**config.mk**
```make
export PLATFORM = sky130hd
export DESIGN_NAME = vend_ctrl_flat
export DESIGN_NICKNAME = d
export VERILOG_FILES = /design/src/rtl/vend_pkg.sv /design/src/rtl/vend_if.sv /design/src/rtl/vend_change_gen.sv /design/src/rtl/vend_ctrl.sv /design/src/flat_wrapper.sv
export SDC_FILE = /design/constraint.sdc
export NUM_CORES = 1
export LEC_CHECK = 0
export CAP_MARGIN = 5
export CELL_PAD_IN_SITES_DETAIL_PLACEMENT = 0
export CELL_PAD_IN_SITES_GLOBAL_PLACEMENT = 1
export CORE_UTILIZATION = 40
export DETAILED_ROUTE_END_ITERATION = 16
export PLACE_DENSITY = 0.89
export SYNTH_ARGS = -nofsm -noshare
export SYNTH_HDL_FRONTEND = slang
export SYNTH_HIERARCHICAL = 1
export SYNTH_SLANG_ARGS = --single-unit
```
**constraint.sdc**
```tcl
create_clock -name clk -period 2.91 [get_ports clk]
set_input_delay 0.873 -clock clk [delete_from_list [all_inputs] [get_ports clk]]
set_output_delay 0.873 -clock clk [all_outputs]
set_load 0.1 [all_outputs]
```
**src/rtl/vend_pkg.sv**
```systemverilog
// Shared definitions for the multi-item vending controller: FSM encodings,
// change denominations and the price-list slicing helper.
package vend_pkg;

    localparam logic [1:0] ST_IDLE   = 2'd0;
    localparam logic [1:0] ST_VEND   = 2'd1;
    localparam logic [1:0] ST_CHANGE = 2'd2;

    typedef logic [2:0] coin_t;

    localparam coin_t COIN_5 = 3'd5;
    localparam coin_t COIN_2 = 3'd2;
    localparam coin_t COIN_1 = 3'd1;

    // Widest price list the helper accepts; callers zero-extend into it.
    localparam int PRICE_BUS_MAX = 256;

    function automatic logic [31:0] price_slice(
        input logic [PRICE_BUS_MAX-1:0] list,
        input int unsigned              idx,
        input int unsigned              width
    );
        logic [PRICE_BUS_MAX-1:0] shifted;
        logic [31:0]              mask;
        shifted = list >> (idx * width);
        mask    = (width >= 32) ? '1 : ((32'd1 << width) - 32'd1);
        return shifted[31:0] & mask;
    endfunction

endpackage

```
**src/rtl/vend_if.sv**
```systemverilog
// Bundle between the coin/keypad front end (master) and the vending
// controller (slave); the controller's outputs feed the dispenser/display.
interface vend_if #(
    parameter int CREDIT_W = 5,
    parameter int N_ITEMS  = 4,
    parameter int SEL_W    = 2
);
    logic                coin_valid;
    logic [2:0]          coin;
    logic                sel_valid;
    logic [SEL_W-1:0]    sel;
    logic                cancel;
    logic                restock;

    logic [CREDIT_W-1:0] credit;
    logic                busy;
    logic                coin_reject;
    logic                sel_err;
    logic                vend_valid;
    logic [SEL_W-1:0]    vend_item;
    logic                change_valid;
    logic [2:0]          change_coin;
    logic [N_ITEMS-1:0]  sold_out;

    modport master (
        output coin_valid, coin, sel_valid, sel, cancel, restock,
        input  credit, busy, coin_reject, sel_err, vend_valid, vend_item,
               change_valid, change_coin, sold_out
    );

    modport slave (
        input  coin_valid, coin, sel_valid, sel, cancel, restock,
        output credit, busy, coin_reject, sel_err, vend_valid, vend_item,
               change_valid, change_coin, sold_out
    );

endinterface

```
**src/rtl/vend_change_gen.sv**
```systemverilog
// Change dispenser: on load it starts paying out the loaded value, one coin
// per cycle, largest denomination first; done marks the last coin's cycle.
module vend_change_gen
    import vend_pkg::*;
#(
    parameter int W = 5
) (
    input  logic         clk,
    input  logic         clr_n,
    input  logic         load,
    input  logic [W-1:0] load_val,
    output logic         change_valid,
    output logic [2:0]   change_coin,
    output logic         done
);

    logic [W-1:0] rem_q, rem_d;
    logic         change_valid_q, change_valid_d;
    coin_t        change_coin_q, change_coin_d;

    logic [W-1:0] src;
    logic         active;
    coin_t        coin_pick;

    always_comb begin
        // NOTE: every _d gets a default before any branch so none can infer a latch.
        rem_d          = rem_q;
        change_valid_d = 1'b0;
        change_coin_d  = '0;

        // A load pays its first coin on the same edge it is captured.
        src    = load ? load_val : rem_q;
        active = load || (rem_q != '0);

        if (src >= W'(COIN_5)) begin
            coin_pick = COIN_5;
        end else if (src >= W'(COIN_2)) begin
            coin_pick = COIN_2;
        end else begin
            coin_pick = COIN_1;
        end

        if (active) begin
            rem_d          = src - W'(coin_pick);
            change_valid_d = 1'b1;
            change_coin_d  = coin_pick;
        end
    end

    // NOTE: sequential state uses non-blocking assignments so all flops sample pre-edge values.
    always_ff @(posedge clk or negedge clr_n) begin
        if (!clr_n) begin
            rem_q          <= '0;
            change_valid_q <= 1'b0;
            change_coin_q  <= '0;
        end else begin
            rem_q          <= rem_d;
            change_valid_q <= change_valid_d;
            change_coin_q  <= change_coin_d;
        end
    end

    assign change_valid = change_valid_q;
    assign change_coin  = change_coin_q;
    assign done         = change_valid_q && (rem_q == '0);

endmodule

```
**src/rtl/vend_ctrl.sv**
```systemverilog
// Multi-item vending controller: credit accumulation, priced/stocked item
// selection, one-cycle vend strobe and largest-first change payout.
module vend_ctrl #(
    parameter int                          CREDIT_W   = 5,
    parameter int                          N_ITEMS    = 4,
    parameter int                          SEL_W      = 2,
    parameter logic [N_ITEMS*CREDIT_W-1:0] PRICE_LIST = {5'd12, 5'd10, 5'd7, 5'd5},
    parameter int                          STOCK_W    = 3,
    parameter int                          STOCK_INIT = 2
) (
    input  logic clk,
    input  logic clr_n,
    vend_if.slave bus
);
    import vend_pkg::*;

    localparam logic [STOCK_W-1:0]       STOCK_INIT_V = STOCK_W'(STOCK_INIT);
    localparam logic [N_ITEMS-1:0]       SOLD_OUT_RST = (STOCK_INIT == 0) ? '1 : '0;
    localparam logic [PRICE_BUS_MAX-1:0] PRICE_BUS    = PRICE_BUS_MAX'(PRICE_LIST);

    logic [CREDIT_W-1:0] price_tab [N_ITEMS];

    for (genvar gi = 0; gi < N_ITEMS; gi++) begin : g_price
        localparam logic [31:0] P = price_slice(PRICE_BUS, gi, CREDIT_W);
        assign price_tab[gi] = P[CREDIT_W-1:0];
    end

    logic [1:0]          state_q, state_d;
    logic [CREDIT_W-1:0] credit_q, credit_d;
    logic [CREDIT_W-1:0] vend_rem_q, vend_rem_d;
    logic [STOCK_W-1:0]  stock_q [N_ITEMS];
    logic [STOCK_W-1:0]  stock_d [N_ITEMS];
    logic                vend_valid_q, vend_valid_d;
    logic [SEL_W-1:0]    vend_item_q, vend_item_d;
    logic                coin_reject_q, coin_reject_d;
    logic                sel_err_q, sel_err_d;
    logic                busy_q, busy_d;
    logic [N_ITEMS-1:0]  sold_out_q, sold_out_d;

    logic                chg_load;
    logic [CREDIT_W-1:0] chg_val;
    logic                chg_done;

    logic                coin_present;
    logic [CREDIT_W:0]   credit_sum;
    logic                sel_in_range;
    logic [STOCK_W-1:0]  sel_stock;
    logic [CREDIT_W-1:0] sel_price;
    logic                sel_accept;
    logic                sale;

    always_comb begin
        state_d       = state_q;
        credit_d      = credit_q;
        vend_rem_d    = vend_rem_q;
        stock_d       = stock_q;
        vend_valid_d  = 1'b0;
        vend_item_d   = '0;
        coin_reject_d = 1'b0;
        sel_err_d     = 1'b0;
        chg_load      = 1'b0;
        chg_val       = vend_rem_q;

        coin_present = bus.coin_valid && (bus.coin != 3'd0);
        credit_sum   = {1'b0, credit_q} + (CREDIT_W+1)'(bus.coin);

        sel_in_range = int'(bus.sel) < N_ITEMS;
        sel_stock    = '0;
        sel_price    = '0;
        for (int i = 0; i < N_ITEMS; i++) begin
            if (int'(bus.sel) == i) begin
                sel_stock = stock_q[i];
                sel_price = price_tab[i];
            end
        end
        sel_accept = sel_in_range && (sel_stock != '0) && (credit_q >= sel_price);
        sale       = (state_q == ST_IDLE) && !bus.cancel && bus.sel_valid && sel_accept;

        case (state_q)
            ST_IDLE: begin
                if (bus.cancel) begin
                    credit_d      = '0;
                    coin_reject_d = coin_present;
                    if (credit_q != '0) begin
                        chg_load = 1'b1;
                        chg_val  = credit_q;
                        state_d  = ST_CHANGE;
                    end
                end else if (sale) begin
                    vend_rem_d    = credit_q - sel_price;
                    credit_d      = '0;
                    vend_valid_d  = 1'b1;
                    vend_item_d   = bus.sel;
                    coin_reject_d = coin_present;
                    state_d       = ST_VEND;
                    for (int i = 0; i < N_ITEMS; i++) begin
                        if (int'(bus.sel) == i) stock_d[i] = stock_q[i] - 1'b1;
                    end
                end else begin
                    // A refused selection still lets a same-cycle coin through.
                    sel_err_d = bus.sel_valid;
                    if (coin_present) begin
                        if (credit_sum[CREDIT_W]) coin_reject_d = 1'b1;
                        else                      credit_d      = credit_sum[CREDIT_W-1:0];
                    end
                end

                if (bus.restock && !sale) begin
                    for (int i = 0; i < N_ITEMS; i++) stock_d[i] = STOCK_INIT_V;
                end
            end

            ST_VEND: begin
                coin_reject_d = coin_present;
                sel_err_d     = bus.sel_valid;
                if (vend_rem_q != '0) begin
                    chg_load = 1'b1;
                    state_d  = ST_CHANGE;
                end else begin
                    state_d  = ST_IDLE;
                end
            end

            ST_CHANGE: begin
                coin_reject_d = coin_present;
                sel_err_d     = bus.sel_valid;
                if (chg_done) state_d = ST_IDLE;
            end

            default: state_d = ST_IDLE;
        endcase

        busy_d = (state_d != ST_IDLE);
        for (int i = 0; i < N_ITEMS; i++) sold_out_d[i] = (stock_d[i] == '0);
    end

    always_ff @(posedge clk or negedge clr_n) begin
        if (!clr_n) begin
            state_q       <= ST_IDLE;
            credit_q      <= '0;
            vend_rem_q    <= '0;
            vend_valid_q  <= 1'b0;
            vend_item_q   <= '0;
            coin_reject_q <= 1'b0;
            sel_err_q     <= 1'b0;
            busy_q        <= 1'b0;
            sold_out_q    <= SOLD_OUT_RST;
            // NOTE: the stock array is a handful of counters, not a RAM, so it is reset like any flop.
            for (int i = 0; i < N_ITEMS; i++) stock_q[i] <= STOCK_INIT_V;
        end else begin
            state_q       <= state_d;
            credit_q      <= credit_d;
            vend_rem_q    <= vend_rem_d;
            vend_valid_q  <= vend_valid_d;
            vend_item_q   <= vend_item_d;
            coin_reject_q <= coin_reject_d;
            sel_err_q     <= sel_err_d;
            busy_q        <= busy_d;
            sold_out_q    <= sold_out_d;
            for (int i = 0; i < N_ITEMS; i++) stock_q[i] <= stock_d[i];
        end
    end

    vend_change_gen #(
        .W (CREDIT_W)
    ) u_change_gen (
        .clk          (clk),
        .clr_n        (clr_n),
        .load         (chg_load),
        .load_val     (chg_val),
        .change_valid (bus.change_valid),
        .change_coin  (bus.change_coin),
        .done         (chg_done)
    );

    assign bus.credit      = credit_q;
    assign bus.busy        = busy_q;
    assign bus.coin_reject = coin_reject_q;
    assign bus.sel_err     = sel_err_q;
    assign bus.vend_valid  = vend_valid_q;
    assign bus.vend_item   = vend_item_q;
    assign bus.sold_out    = sold_out_q;

endmodule

```
**src/flat_wrapper.sv**
```systemverilog
// flat-port wrapper written by rule: the top's interface ports become plain ports
module vend_ctrl_flat import vend_pkg::*;
#(
    parameter int                          CREDIT_W   = 5,
    parameter int                          N_ITEMS    = 4,
    parameter int                          SEL_W      = 2,
    parameter logic [N_ITEMS*CREDIT_W-1:0] PRICE_LIST = {5'd12, 5'd10, 5'd7, 5'd5},
    parameter int                          STOCK_W    = 3,
    parameter int                          STOCK_INIT = 2
)
  (clk, clr_n, bus_coin_valid, bus_coin, bus_sel_valid, bus_sel, bus_cancel, bus_restock, bus_credit, bus_busy, bus_coin_reject, bus_sel_err, bus_vend_valid, bus_vend_item, bus_change_valid, bus_change_coin, bus_sold_out);
  vend_if #(.CREDIT_W(CREDIT_W), .N_ITEMS(N_ITEMS), .SEL_W(SEL_W)) bus_i ();
  input  logic clk;
  input  logic clr_n;
  input wire logic [$bits(bus_i.coin_valid)-1:0] bus_coin_valid;
  input wire logic [$bits(bus_i.coin)-1:0] bus_coin;
  input wire logic [$bits(bus_i.sel_valid)-1:0] bus_sel_valid;
  input wire logic [$bits(bus_i.sel)-1:0] bus_sel;
  input wire logic [$bits(bus_i.cancel)-1:0] bus_cancel;
  input wire logic [$bits(bus_i.restock)-1:0] bus_restock;
  output wire logic [$bits(bus_i.credit)-1:0] bus_credit;
  output wire logic [$bits(bus_i.busy)-1:0] bus_busy;
  output wire logic [$bits(bus_i.coin_reject)-1:0] bus_coin_reject;
  output wire logic [$bits(bus_i.sel_err)-1:0] bus_sel_err;
  output wire logic [$bits(bus_i.vend_valid)-1:0] bus_vend_valid;
  output wire logic [$bits(bus_i.vend_item)-1:0] bus_vend_item;
  output wire logic [$bits(bus_i.change_valid)-1:0] bus_change_valid;
  output wire logic [$bits(bus_i.change_coin)-1:0] bus_change_coin;
  output wire logic [$bits(bus_i.sold_out)-1:0] bus_sold_out;
  assign bus_i.coin_valid = bus_coin_valid;
  assign bus_i.coin = bus_coin;
  assign bus_i.sel_valid = bus_sel_valid;
  assign bus_i.sel = bus_sel;
  assign bus_i.cancel = bus_cancel;
  assign bus_i.restock = bus_restock;
  assign bus_credit = bus_i.credit;
  assign bus_busy = bus_i.busy;
  assign bus_coin_reject = bus_i.coin_reject;
  assign bus_sel_err = bus_i.sel_err;
  assign bus_vend_valid = bus_i.vend_valid;
  assign bus_vend_item = bus_i.vend_item;
  assign bus_change_valid = bus_i.change_valid;
  assign bus_change_coin = bus_i.change_coin;
  assign bus_sold_out = bus_i.sold_out;
  vend_ctrl #(.CREDIT_W(CREDIT_W), .N_ITEMS(N_ITEMS), .SEL_W(SEL_W), .PRICE_LIST(PRICE_LIST), .STOCK_W(STOCK_W), .STOCK_INIT(STOCK_INIT)) u_core (.clk(clk), .clr_n(clr_n), .bus(bus_i));
endmodule
```
---- After elaboration in Yosys (flattened, before gate mapping) ----
Cells that the tools add are included.
cells by class
  add/sub/neg operators ................... 7
  magnitude comparators ................... 3
  eq/ne operators ......................... 6
  muxes and demuxes ....................... 52
  bitwise logic cells ..................... 1
  reduce and logical (&&, ||, !) cells .... 27
operator list
  cell                                                                                 number
  5-bit 2-to-1 mux                                                                     11
  12-bit 2-to-1 mux                                                                    4
  3-bit 2-to-1 mux                                                                     11
  2-bit 2-to-1 mux                                                                     9
  5-bit nonzero test                                                                   3
  1-bit 2-to-1 mux                                                                     13
  3-bit logical NOT                                                                    4
  3-bit by 1-bit subtractor with 3-bit output, second input constant                   4
  3-bit nonzero test                                                                   3
  1-bit logical AND                                                                    7
  5-bit by 3-bit adder with 6-bit output                                               1
  2-bit == test, second input constant                                                 3
  1-bit case mux with 2 select lines                                                   3
  2-bit case mux with 3 select lines                                                   1
  3-bit AND reduction                                                                  2
  5-bit by 2-bit greater-or-equal comparator with 1-bit output, second input constant  1
  5-bit by 3-bit greater-or-equal comparator with 1-bit output, second input constant  1
  5-bit greater-or-equal comparator                                                    1
  5-bit logical NOT                                                                    1
  5-bit by 3-bit subtractor with 5-bit output                                          1
  5-bit subtractor                                                                     1
  2-bit by 1-bit == test with 1-bit output, second input constant                      2
  2-bit logical NOT                                                                    2
  3-bit inequality test, second input constant                                         1
  5 further kinds                                                                      6
word-level totals
  bits in registers ....................... 43
  bits of input ports ..................... 11
  output and inout port bits .............. 19
  logic and storage cells ................. 112

---- Logic depth before layout (Yosys ltp) ----
  word-level depth ........................ 13
  mapped depth ............................ 17
  depth with buffers taken out ............ 15

---- Hierarchy ----
Netlist, hierarchy kept.
modules (own cells, without submodules)
  module           times used  cells an instance  area each (sq um)
  vend_ctrl        1           230                2175.8
  vend_change_gen  1           52                 536.8

---- Worst setup path before layout ----
Ideal clock, no wire load.
  path type ............................... register to register
  from .................................... reg u_core.credit_q[4], in the netlist u_core/bus.credit[4]
  to ...................................... reg u_core.u_change_gen.rem_q[4]
  library setup time ...................... 0.132 ns
  data arrival time ....................... 3.215 ns
  setup slack ............................. -0.438 ns
  stages on the path, launching flop included .. 17
  path buffers ............................ 2
  period minus slack after synthesis ...... 3.348 ns
  cell sequence ........................... dfrtp_1 > clkbuf_1 > nor4_1 > nand2_1 > nand2_1 > nand2_1 > buf_2 > o211ai_1 > o221ai_1 > inv_1 > nand2_1 > ha_1 > inv_1 > fa_1 > a21oi_1 > a21o_1 > a21oi_1
on the way
  cells in the longest elaborated chain, start to end .. 9
  elaborated cells between the ends (all ways) .. 14
ends and longest elaborated chain
  element                                                       RTL line               text
  from (decl)                                                   vend_ctrl.sv:29        logic [CREDIT_W-1:0] credit_q, credit_d;
  from (signal assigned)                                        vend_ctrl.sv:152       credit_q <= credit_d;
  5-bit nonzero test *                                          vend_ctrl.sv:84        if (credit_q != '0) begin
  1-bit 2-to-1 mux *                                            vend_ctrl.sv:84
  1-bit 2-to-1 mux *                                            vend_ctrl.sv:81        if (bus.cancel) begin
  1-bit case mux with 2 select lines *                          vend_ctrl.sv:79        case (state_q)
  named net u_core.chg_load                                     vend_ctrl.sv:40        logic chg_load;
  5-bit 2-to-1 mux                                              vend_change_gen.sv:32  src = load ? load_val : rem_q;
  5-bit by 2-bit greater-or-equal comparator with 1-bit output  vend_change_gen.sv:37  end else if (src >= W'(COIN_2)) begin
  2-bit 2-to-1 mux                                              vend_change_gen.sv:37
  3-bit 2-to-1 mux                                              vend_change_gen.sv:35  if (src >= W'(COIN_5)) begin
  5-bit by 3-bit subtractor with 5-bit output                   vend_change_gen.sv:44  rem_d = src - W'(coin_pick);
  to (signal assigned)                                          vend_change_gen.sv:57  rem_q <= rem_d;
  to (decl)                                                     vend_change_gen.sv:17  logic [W-1:0] rem_q, rem_d;
Mark *: on every way through the listed nets, which the timed path passes. The rest lies on a longest branch.
A chain may end at the register's enable or synchronous reset.

---- Final worst setup path ----
  from .................................... in bus_sel[0]
  to ...................................... reg u_core.sold_out_q[0], in the netlist u_core/bus.sold_out[0]
on the way
  cells in the longest elaborated chain, start to end .. 13
  elaborated cells between the ends (all ways) .. 24
ends and longest elaborated chain
  element                                                                         RTL line                           text
  from (decl)                                                                     flat_wrapper.sv:18                 input wire logic [$bits(bus_i.sel)-1:0] bus_sel;
  2-bit logical NOT                                                               vend_ctrl.sv:71, vend_ctrl.sv:97
  3-bit 2-to-1 mux                                                                vend_ctrl.sv:71                    if (int'(bus.sel) == i) begin
  5-bit 2-to-1 mux / 3-bit 2-to-1 mux (equally long branches) (3 in series)       vend_ctrl.sv:71
  5-bit greater-or-equal comparator / 3-bit nonzero test (equally long branches)  vend_ctrl.sv:76                    sel_accept = sel_in_range && (sel_stock != '0) && (credit_q >= sel_price);
  1-bit logical AND                                                               vend_ctrl.sv:76
  1-bit logical AND                                                               vend_ctrl.sv:77                    sale = (state_q == ST_IDLE) && !bus.cancel && bus.sel_valid && sel_accept;
  12-bit 2-to-1 mux / 1-bit logical NOT (equally long branches)                   vend_ctrl.sv:89, vend_ctrl.sv:108
  12-bit 2-to-1 mux / 1-bit logical AND (equally long branches)                   vend_ctrl.sv:81, vend_ctrl.sv:108
  12-bit 2-to-1 mux *                                                             vend_ctrl.sv:108                   if (bus.restock && !sale) begin
  12-bit 2-to-1 mux *                                                             vend_ctrl.sv:79
  3-bit logical NOT *                                                             vend_ctrl.sv:134                   for (int i = 0; i < N_ITEMS; i++) sold_out_d[i] = (stock_d[i] == '0);
  named net u_core.sold_out_d[0]                                                  vend_ctrl.sv:38                    logic [N_ITEMS-1:0] sold_out_q, sold_out_d;
  to (signal assigned)                                                            vend_ctrl.sv:159                   sold_out_q <= sold_out_d;
  to (decl)                                                                       vend_ctrl.sv:38
Marked as above.

==> out/metrics.yaml <==
sta:
  timing.slew.headroom_pct: 46.0
  unrepaired_setup_endpoints_after_global_routing: "true"
  timing_max_transition_violations_final: 0
  timing_hold_violations_final: 0
  max_freq_mhz: 354
  finalCriticalPeriod_ns: 2.83
  final.setup.worst_slack_ns: 0.0844
  least_margin_pin_slew_ns: 0.811
  fin_crit_sh_pct: 97.1
  fin_clk_skew_ns: 0.00694
  setup-violations-final: 0
die:
  die_height_um: 84.4
  placeableCoreArea_sq_um: 6460
  area_enclosed_by_the_die_boundary_sq_um: 7110
  dieWidth_um: 84.4
  core.rowCount: 29
  initial_utilization_pct: 42.0
  boundaryPins: 30
hold_path:
  worstHoldStart: "u_core/vend_rem_q[0]"
  hold_path_end: "u_core/vend_rem_q[0]"
  worst_hold_path_cell_count: 2
  hold_path.class: "flip-flop to flip-flop"
worst_setup_path:
  crit_type: "input port to flip-flop"
  cp.arrival_ns: 3.06
  setup.worst_path.start_class: "input port"
  worst_setup_path_startpoint: "bus_sel[0]"
  r2r_start: "u_core/vend_rem_q[1]"
  timing.critical_path.fanout_max: 5
  worstSetupEndpointType: "flip-flop"
  crit_required_ns: 3.15
  worst-r2r-setup-slack_ns: 0.10
  reg2regPathDepth: 13
  reg2reg_to: "u_core/u_change_gen/rem_q[4]"
yosys:
  cell_area_after_technology_mapping_sq_um: 2710
  area_fraction_of_the_dominant_cell_type_after_synthesis_pct: 36.0
  synth-main-ff-cell: "dfrtp_1"
  syn_area_per_cell_sq_um: 9.62
  postSynthRegisterBits: 43
  postSynthCellCount: 282
  synthDistinctLibCells: 54
  synth_largest_area_cell: "dfrtp_1"
  seq_area_frac_synth_pct: 39.9
  synth_fp_nets: 319
  yosys_warnings: 6
  synth-edff-count: 0
  ys_top_cells_by_area: "dfrtp_1 (36%), ha_1 (11%), nor2_1 (5.0%)"
  asyncSetResetFlopFracSynth_pct: 100
layout:
  antenna-diode-count: 0
  layout.cells.most_common_list: "buf_4 (69), nor2_1 (35), dfrtp_1 (34)"
  finalCoreUtilization_pct: 58.4
  flow.area_growth_from_synthesis_pct: 39.0
  layout-drive-gt1-share_pct: 39.1
  final_common_cell: "buf_4"
  design.final.nets: 402
clock_tree:
  clk_pin_slew_ns: 0.08
  hold_buffer_count_at_cts: 0
  cts.path.max_buffers: 2
  cell_at_the_root_of_the_clock_tree: "clkbuf_8"
  numClockSinks: 43
  numCtsBuffers: 5
  cts-htree-levels: 2
  tritoncts: "built"
  worstSkewPairLatency_ns: 0.30
route:
  routed_via_density: 5.30
  dr_vias: 2349
  remaining_drc_errors: 2
  first_pass_detailed_route_iteration_total: 10
  detail_route.wl_per_cell_um: 14.8
  drtAntennaViolNets: 0
  detail_route.iter0.violations: 89
  route.final.wire_length_um: 6560
power:
  power.ir.vdd_worst_uv: 591
  totalPowerFinal_w: 0.00465
  cellPowerDensity_nw_per_um2: 1230
  cellLeakagePower_nw: 1.77
global_route:
  grtUsageTotal_pct: 19.7
  grt_max_degree: 37
  globalRouteMet1Util_pct: 25.4
  busiest_layer: "met2"
  met3_usage_grt_pct: 3.44
  grt_use_met2_pct: 33.5
  grt_pass1_wl_um: 11000
  first_global_vias: 2351
  grt.overflow.total: 0
  number_of_antenna_violations_at_the_first_check_in_global_routing: 0
job:
  max_cap_violations: 0
place:
  numPortBuffers: 29
  dpl_worst_slack_ns: -0.599
  dpl.hpwl_um: 4640
  gp_routability_congestion: 0.838
outcome:
  violations: "design-rule violations"
  run_status: "complete, but fails checks"
sequential cells by signal, indices dropped and copies added, names as in the netlist:
signal,flops
u_core/stock_q,12
u_core/bus.credit,5
u_core/u_change_gen/rem_q,5
u_core/vend_rem_q,5
u_core/bus.sold_out,4
u_core/u_change_gen/change_coin,3
u_core/bus.vend_item,2
u_core/state_q,2
u_core/bus.busy,1
u_core/bus.coin_reject,1
u_core/bus.sel_err,1
u_core/bus.vend_valid,1
u_core/u_change_gen/change_valid,1
power by group:
part	leakage, nW	switching [W]	internal [W]
Combinational	1.17	0.00185	0.00132
Clock	0.0612	0.000209	0.000278
Sequential	0.540	0.000158	0.000829
Total	1.77	0.00222	0.00243
worst max-delay path, cell delays in order:
cell and delay [ns]:
dlygate4sd2_1 0.25, buf_4 0.14, ha_1 0.20, o21a_1 0.22, ha_4 0.16, nand2b_4 0.15, a21oi_4 0.17, o211ai_2 0.11
buf_6 0.16, o211a_1 0.23, a221oi_4 0.20, o211a_1 0.18
metal layers:
layer / part of all wire [%] / vias to the layer above
met2: 48 / 55
met3: 4.0 / 13
met1: 46 / 1122
li1: - / 1159
met4: 1.7 / 0
met5: 0 / -
stage by stage:
stage / cell area [sq um] / hold WS, ns / setup TNS, ns / instances
after CTS: 3670 / 0.527 / 0 / 440
after detailed placement: 3370 / 0.513 / -18.22 / 427
after global placement: 3370 / 0.504 / -16.52 / 427
final: 3770 / 0.547 / 0 / 443
after floorplan: 2750 / 0.464 / 0 / 282
after global routing: 3770 / 0.601 / -0.100 / 443
synth_stat cells, types with 2 or more instances:
cell type	count
fa_1	3
o21a_1	2
nor3b_1	5
buf_6	2
dfstp_2	4
o21ai_0	10
nand2b_1	2
nor3_1	11
nand2_1	19
ha_1	23
and2_1	3
dfrtp_1	39
a21o_1	3
clkbuf_1	3
nor2_1	36
a31oi_1	4
nand3_1	2
buf_2	3
nor4_1	4
a22o_1	5
mux2_2	2
mux2i_1	5
a21oi_1	15
xnor2_1	12
nor2b_1	2
o31ai_1	2
inv_1	26
o22ai_1	4
o211a_1	5
nor3_4	2
cell type report:
cell class              count  area (sq um)
clock buffers               6          82.6
clock inverters             2          35.0
fillers                   552          2690
inverters                  28           113
multi-input cells         202          1690
flip-flops and latches     43          1090
well taps                  77          96.3
repair buffers             85           669
cell families after synthesis:
kind of cell / Yosys count / share of synthesized area, %
simple gates: 94 / 18.3
mux: 7 / 2.68
flops: 43 / 39.9
xor+xnor: 13 / 4.20
compound gates: 62 / 16.1
buf+inv: 37 / 6.13
fa+ha+maj: 26 / 12.8
worst max-delay path by stage:
stage	end	cells past startpoint
after global placement	u_core/state_q[1]	12
after detailed placement	u_core/u_change_gen/rem_q[4]	14
after global routing	u_core/u_change_gen/rem_q[4]	13
final	u_core/bus.sold_out[0]	12
after CTS	u_core/stock_q[11]	14
after floorplan	u_core/u_change_gen/rem_q[4]	15
timing repair:
item                                    in CTS  in global routing
setup buffers                                4                  3
resized for setup                           39                 16
endpoints found under the hold margin        0                  0
endpoints found under the setup margin      36                 17
pin swaps                                    9                  9
gates cloned                                 1                  0
Power figures use the tool's default switching activity.
